## config.mk

```make
export PLATFORM = sky130hd
export DESIGN_NAME = disp_sequencer
export DESIGN_NICKNAME = d
export VERILOG_FILES = /design/src/rtl/disp_sequencer.sv
export SDC_FILE = /design/constraint.sdc
export NUM_CORES = 1
export LEC_CHECK = 0
export ABC_CLOCK_PERIOD_IN_PS = 4900
export CORE_MARGIN = 5
export CORE_UTILIZATION = 56
export DETAILED_ROUTE_END_ITERATION = 10
export GPL_ROUTABILITY_DRIVEN = 0
export PLACE_DENSITY = 0.84
export SYNTH_ARGS = -nofsm -noshare
export SYNTH_HDL_FRONTEND = slang
export SYNTH_SLANG_ARGS = --single-unit
```

## constraint.sdc

```tcl
create_clock -name clk -period 4.9 [get_ports clk]
set_input_delay 0.735 -clock clk [delete_from_list [all_inputs] [get_ports clk]]
set_output_delay 0.735 -clock clk [all_outputs]
set_load 0.03 [all_outputs]
```

## src/rtl/disp_sequencer.sv

```systemverilog
// 640x480@60 raster sequencer for the 24-game renderer with a tear-free digit bus.
// Optional cursor blink is compiled in with `define DISP_BLINK_EN.
module disp_sequencer #(
  parameter int unsigned CLK_DIV           = 4,
  parameter int unsigned BLINK_PERIOD_LOG2 = 5
) (
  input  logic        clk,
  input  logic        rst,
  input  logic        wr_valid,
  output logic        wr_ready,
  input  logic [3:0]  wr_idx,
  input  logic [3:0]  wr_val,
  input  logic        commit,
  output logic        commit_pending,
  output logic        frame_start,
  output logic [9:0]  sx,
  output logic [9:0]  sy,
  output logic        hsync,
  output logic        vsync,
  output logic        de,
  output logic [47:0] numbers_concat,
  input  logic [3:0]  cursor_idx
);

  typedef enum logic [1:0] {IDLE, PENDING, SWAP} state_t;

  state_t      state, state_nxt;
  logic [3:0]  div_q;
  logic        tick;
  logic [9:0]  sx_nxt, sy_nxt;
  logic        line_end, frame_end, swap_point;
  logic        swap_en;
  logic [47:0] shadow, live;

  assign tick = (div_q == 4'(CLK_DIV - 1));

  always_ff @(posedge clk) begin
    if (rst || tick) div_q <= '0;
    else             div_q <= div_q + 4'd1;
  end

  always_comb begin
    sx_nxt     = sx;
    sy_nxt     = sy;
    line_end   = tick && (sx == 10'd799);
    frame_end  = line_end && (sy == 10'd524);
    swap_point = line_end && (sy == 10'd479);
    if (tick)     sx_nxt = line_end ? '0 : sx + 10'd1;
    if (line_end) sy_nxt = (sy == 10'd524) ? '0 : sy + 10'd1;
  end

  // Counters are rewritten every clock from their next-state value.
  always_ff @(posedge clk) begin
    if (rst) begin
      sx          <= '0;
      sy          <= '0;
      frame_start <= 1'b0;
    end else begin
      sx          <= sx_nxt;
      sy          <= sy_nxt;
      frame_start <= frame_end;
    end
  end

  assign hsync = !((sx >= 10'd656) && (sx <= 10'd751));
  assign vsync = !((sy >= 10'd490) && (sy <= 10'd491));
  assign de    = (sx < 10'd640) && (sy < 10'd480);

  always_ff @(posedge clk) begin
    if (rst) state <= IDLE;
    else     state <= state_nxt;
  end

  always_comb begin
    state_nxt      = state;
    wr_ready       = 1'b0;
    commit_pending = 1'b0;
    swap_en        = 1'b0;
    case (state)
      IDLE: begin
        wr_ready = 1'b1;
        if (commit) state_nxt = PENDING;
      end
      PENDING: begin
        commit_pending = 1'b1;
        if (swap_point) state_nxt = SWAP;
      end
      SWAP: begin
        commit_pending = 1'b1;
        swap_en        = 1'b1;
        state_nxt      = IDLE;
      end
      default: state_nxt = IDLE;
    endcase
  end

  // Indices 12..15 complete the handshake but match no nibble.
  always_ff @(posedge clk) begin
    if (rst) begin
      shadow <= '0;
      live   <= '0;
    end else begin
      if (wr_valid && wr_ready) begin
        for (int unsigned i = 0; i < 12; i++) begin
          if (wr_idx == 4'(i)) shadow[47 - 4*i -: 4] <= wr_val;
        end
      end
      if (swap_en) live <= shadow;
    end
  end

`ifdef DISP_BLINK_EN
  localparam int unsigned FC_W = BLINK_PERIOD_LOG2 + 1;

  logic [FC_W-1:0] frame_cnt;

  always_ff @(posedge clk) begin
    if (rst)              frame_cnt <= '0;
    else if (frame_start) frame_cnt <= frame_cnt + FC_W'(1);
  end

  // Blanking is applied on the output only; live keeps the real digit.
  always_comb begin
    numbers_concat = live;
    for (int unsigned i = 0; i < 12; i++) begin
      if (frame_cnt[FC_W-1] && (cursor_idx == 4'(i))) numbers_concat[47 - 4*i -: 4] = 4'hF;
    end
  end
`else
  logic unused_blink;

  assign numbers_concat = live;
  assign unused_blink   = ^cursor_idx ^ (BLINK_PERIOD_LOG2 == 0);
`endif

endmodule
```

# Word level (Yosys, flattened, before mapping)
# Index checks and enable logic that the tools add are counted.
[word_totals]
regBits = 123
inputBits = 16
[op_classes]
n_addsub = 3
magnitude_cmp = 6
n_eq_ne = 19
n_mux = 8
reduce_logical = 26
[ops]
columns = ["operator", "count"]
rows = [
  ["AND reduction 2 bit", 13],
  ["adder 10 x 1 -> 10 bit (second input constant)", 2],
  ["equality test 10 bit (second input constant)", 2],
  ["2-to-1 mux 10 bit", 2],
  ["equality test 4 x 3 -> 1 bit (second input constant)", 4],
  ["equality test 4 bit (second input constant)", 4],
  ["equality test 4 x 2 -> 1 bit (second input constant)", 3],
  ["equality test 10 x 9 -> 1 bit (second input constant)", 1],
  [">= comparator 10 bit (second input constant)", 1],
  [">= comparator 10 x 9 -> 1 bit (second input constant)", 1],
  ["<= comparator 10 bit (second input constant)", 1],
  ["<= comparator 10 x 9 -> 1 bit (second input constant)", 1],
  ["less-than comparator 10 bit (second input constant)", 1],
  ["less-than comparator 10 x 9 -> 1 bit (second input constant)", 1],
  ["logical AND 1 bit", 7],
  ["adder 4 x 1 -> 4 bit (second input constant)", 1],
  ["equality test 4 x 1 -> 1 bit (second input constant)", 1],
  ["logical NOT 4 bit", 1],
  ["2-to-1 mux 2 bit", 2],
  ["inequality test 2 bit (second input constant)", 2],
  ["case mux 2 bit (2 select lines)", 1],
  ["2-to-1 mux 1 bit", 3],
  ["equality test 2 x 1 -> 1 bit (second input constant)", 1],
  ["equality test 2 bit (second input constant)", 1],
  ["4 further kinds", 5],
]

# Longest topological paths before layout
[depth]
depth_word = 5
ltp_mapped = 8
depth_no_buf = 6

# Worst setup path before layout
# No wires, ideal clock.
[synth_path]
path_type = "reg2out"
startpoint = "reg sy[0]"
endpoint = "out vsync"
arrival_ns = 1.436
setup_slack_ns = 2.729
path_stages_with_launch = 4
path_buffers = 0
cell_sequence = "dfxtp_1 -> inv_1 -> ha_1 -> o211ai_1"
[synth_via]
elab_chain_cells = 3
[synth_lines]
columns = ["item", "line_no", "rtl"]
rows = [
  ["from (decl)", "17", "output logic [9:0] sy,"],
  ["from (signal assigned)", "60", "sy <= sy_nxt;"],
  [">= comparator 10 x 9 -> 1 bit or <= comparator 10 x 9 -> 1 bit (tied branches)", "66", "assign vsync = !((sy >= 10'd490) && (sy <= 10'd491));"],
  ["logical AND 1 bit *", "66", ""],
  ["logical NOT 1 bit *", "66", ""],
  ["to (decl)", "19", "output logic vsync,"],
]
# Every way passes the cells marked *; elsewhere a longest branch is shown, timed or not.

# Worst setup path after layout
# Same ends and word-level chain as after synthesis.

==> metrics <==
Leak 2.33 nW; # clock sinks 123; path category of the worst min-delay check reg -> reg; # diodes 0; Root Buffer clkbuf_8; fin nets 608; Setup Buffers After CTS 0; TNS Setup 0 ns; fillers 604; Routed Antenna Nets 0; DR pass1 iterations 4; critical path class reg -> out; die height 105 µm; data arrival time of the critical path 2.18 ns; GRT overflow 0; VDD IR max 0.000226 V; sequential share of the synthesized area 0.489; post-synthesis cell type count 48; first-pass GRT wire length 19900 µm; Yosys top cell area share 0.489; clk slew on worst S/H paths 0.06 ns; Area contributors post-synth dfxtp_1 49%, mux2i_1 19%, nor2_1 7.8%; Die X 105 µm; Pwr Total 2.49 mW; IO Pins 90; Slew Viols, Final 0; total wire length 11800 µm; max frequency 0.343 GHz; WL/cell 16.7 µm; CP Max Fanout 8; Worst Setup Start Kind flop; relative max-transition margin 0.422; largest net degree at the start of global routing about 90; final hold violation count 0; FP Rows 34; Skew-Pair Late Insertion Delay 0.51 ns; top-count cell post-synth dfxtp_1; Post-DP HPWL around 7600 µm; worst endpoint required time 4.16 ns; core area 8720 µm²; vias in the first global route roughly 4100; Post-CTS Hold Buffers 0; GR Util All Layers 0.219; number of synthesized flops with an enable pin 0; H-tree levels 4; Synth top cells by count 123 x dfxtp_1, 105 x nor2_1, 93 x mux2i_1; RSZ-0062 raised after global routing false; Max-Cap Viols 0; post_cts resized 0; Max Root-Sink Buffers 2; synth warn 0; TritonCTS Buffers 17; minimum clock period 2.91 ns; via count 3937; Yosys top cell by area dfxtp_1; register bit count reported by yosys 123; Synth Cell Area 5030 µm²; CP Capture Type primary output; Main synth FF type dfxtp_1; IO buf count 85; slew of the pin with the lowest slew margin 0.867 ns; Post-Syn Instances between 500 and 600; post-synth net total 536; Die Area 11000 µm²; Initial Util 0.577; fraction of layout cells with a size suffix above 1 0.0739; CTS tree built; initial drt markers 198; Period Utilization, post-route 0.594; Via density 5.60; Synth async-reset ratio 0; Pwr Density ~390 nW/µm²; Area Growth Syn to Fin 28.2%; syn avg cell area a little under 10 µm²; # DRC 0; antenna violations before repair 0; status finished clean; final setup fails 0; Post-Route Skew 0.00794 ns
[per-layer routing]
metal	share of wire	routed length, µm	track usage	vias to the layer above
met4	0.020	238	0.0895	0
met2	0.51	5950	0.363	101
li1	-	-	-	1911
met3	0.053	621	0.0684	19
met1	0.42	4950	0.263	1906
met5	0	0	0	-
[power by group]
group	switching (mW)	internal (mW)	total (mW)	leakage [nW]
logic	0.156	0.110	0.266	1.07
clock network	0.454	0.738	1.19	0.266
registers	0.0128	1.02	1.03	0.992
total	0.623	1.87	2.49	2.33
[cells in the final DEF, fill, tap and decap left out, drive strengths merged, types with 3 or more instances in the layout]
| cell | instances |
|---|---|
| mux2i | 93 |
| o31ai | 8 |
| o211ai | 3 |
| nand4 | 7 |
| clkbuf | 19 |
| a21oi | 18 |
| clkinv | 6 |
| nor2 | 106 |
| nand3b | 4 |
| clkinvlp | 5 |
| dfxtp | 123 |
| buf | 3 |
| xor2 | 8 |
| and3 | 7 |
| clkdlybuf4s50 | 84 |
| nand4b | 5 |
| nor4bb | 3 |
| nand2 | 14 |
| o21ai | 4 |
| and2 | 4 |
| nor3 | 8 |
| nand3 | 12 |
| ha | 10 |
| or4 | 7 |
| inv | 9 |
[logic make-up (layout without fill, tap and decap cells)]
kind of cell / Yosys count / after routing / share of synthesized area
xor+xnor: 8 / 8 / 0.0139
fa+ha+maj: 10 / 10 / 0.0249
compound gates: 41 / 41 / 0.0552
mux: 93 / 93 / 0.185
buf+inv: 43 / 128 / 0.0388
simple gates: 192 / 192 / 0.193
flops: 123 / 123 / 0.489
[worst paths after layout]
| kind | end | start | slack, ns | cells past startpoint |
|---|---|---|---|---|
| worst max-delay path | vsync | sy[0] | 1.99 | 4 |
| worst min-delay path | shadow[44] | shadow[44] | 0.46 | 2 |
| worst max register to register | sy[8] | div_q[0] | 2.74 | 5 |
| worst min register to register | shadow[44] | shadow[44] | 0.46 | 2 |
[critical path, cell delays in order (launching register included)]
cell             delay (ns)
dfxtp_1                0.48
inv_1                  0.13
ha_1                   0.21
o211ai_1               0.15
clkdlybuf4s50_1        0.69
[metrics by stage]
stage               instances  hold WS (ns)  worst slack (ns)  area, µm²   util
global placement          671         0.443              2.53       5870  0.673
detailed placement        671         0.453              2.51       5870  0.673
CTS                       703         0.461              1.96       6450  0.739
floorplan                 510         0.433              2.73       5030      -
finish                    703         0.460              1.99       6450  0.739
global route              703         0.483              1.90       6450  0.739
[cell type report]
cell class                      count  area [µm²]  share of cell area
Clock buffer                       19         432              0.0669
Clock inverter                     13         146              0.0227
Inverter                            9        33.8             0.00524
Multi-Input combinational cell    344        2380               0.368
Sequential cell                   123        2460               0.382
Tap cell                          108         135              0.0210
Timing Repair Buffer               87         863               0.134
[registers in the layout, summed over array words and instances, names as in the netlist]
name,cells
shadow,48
sx,10
frame_start,1
state,2
numbers_concat,48
div_q,4
sy,10
Note: power is estimated with default switching activity, not from simulation.
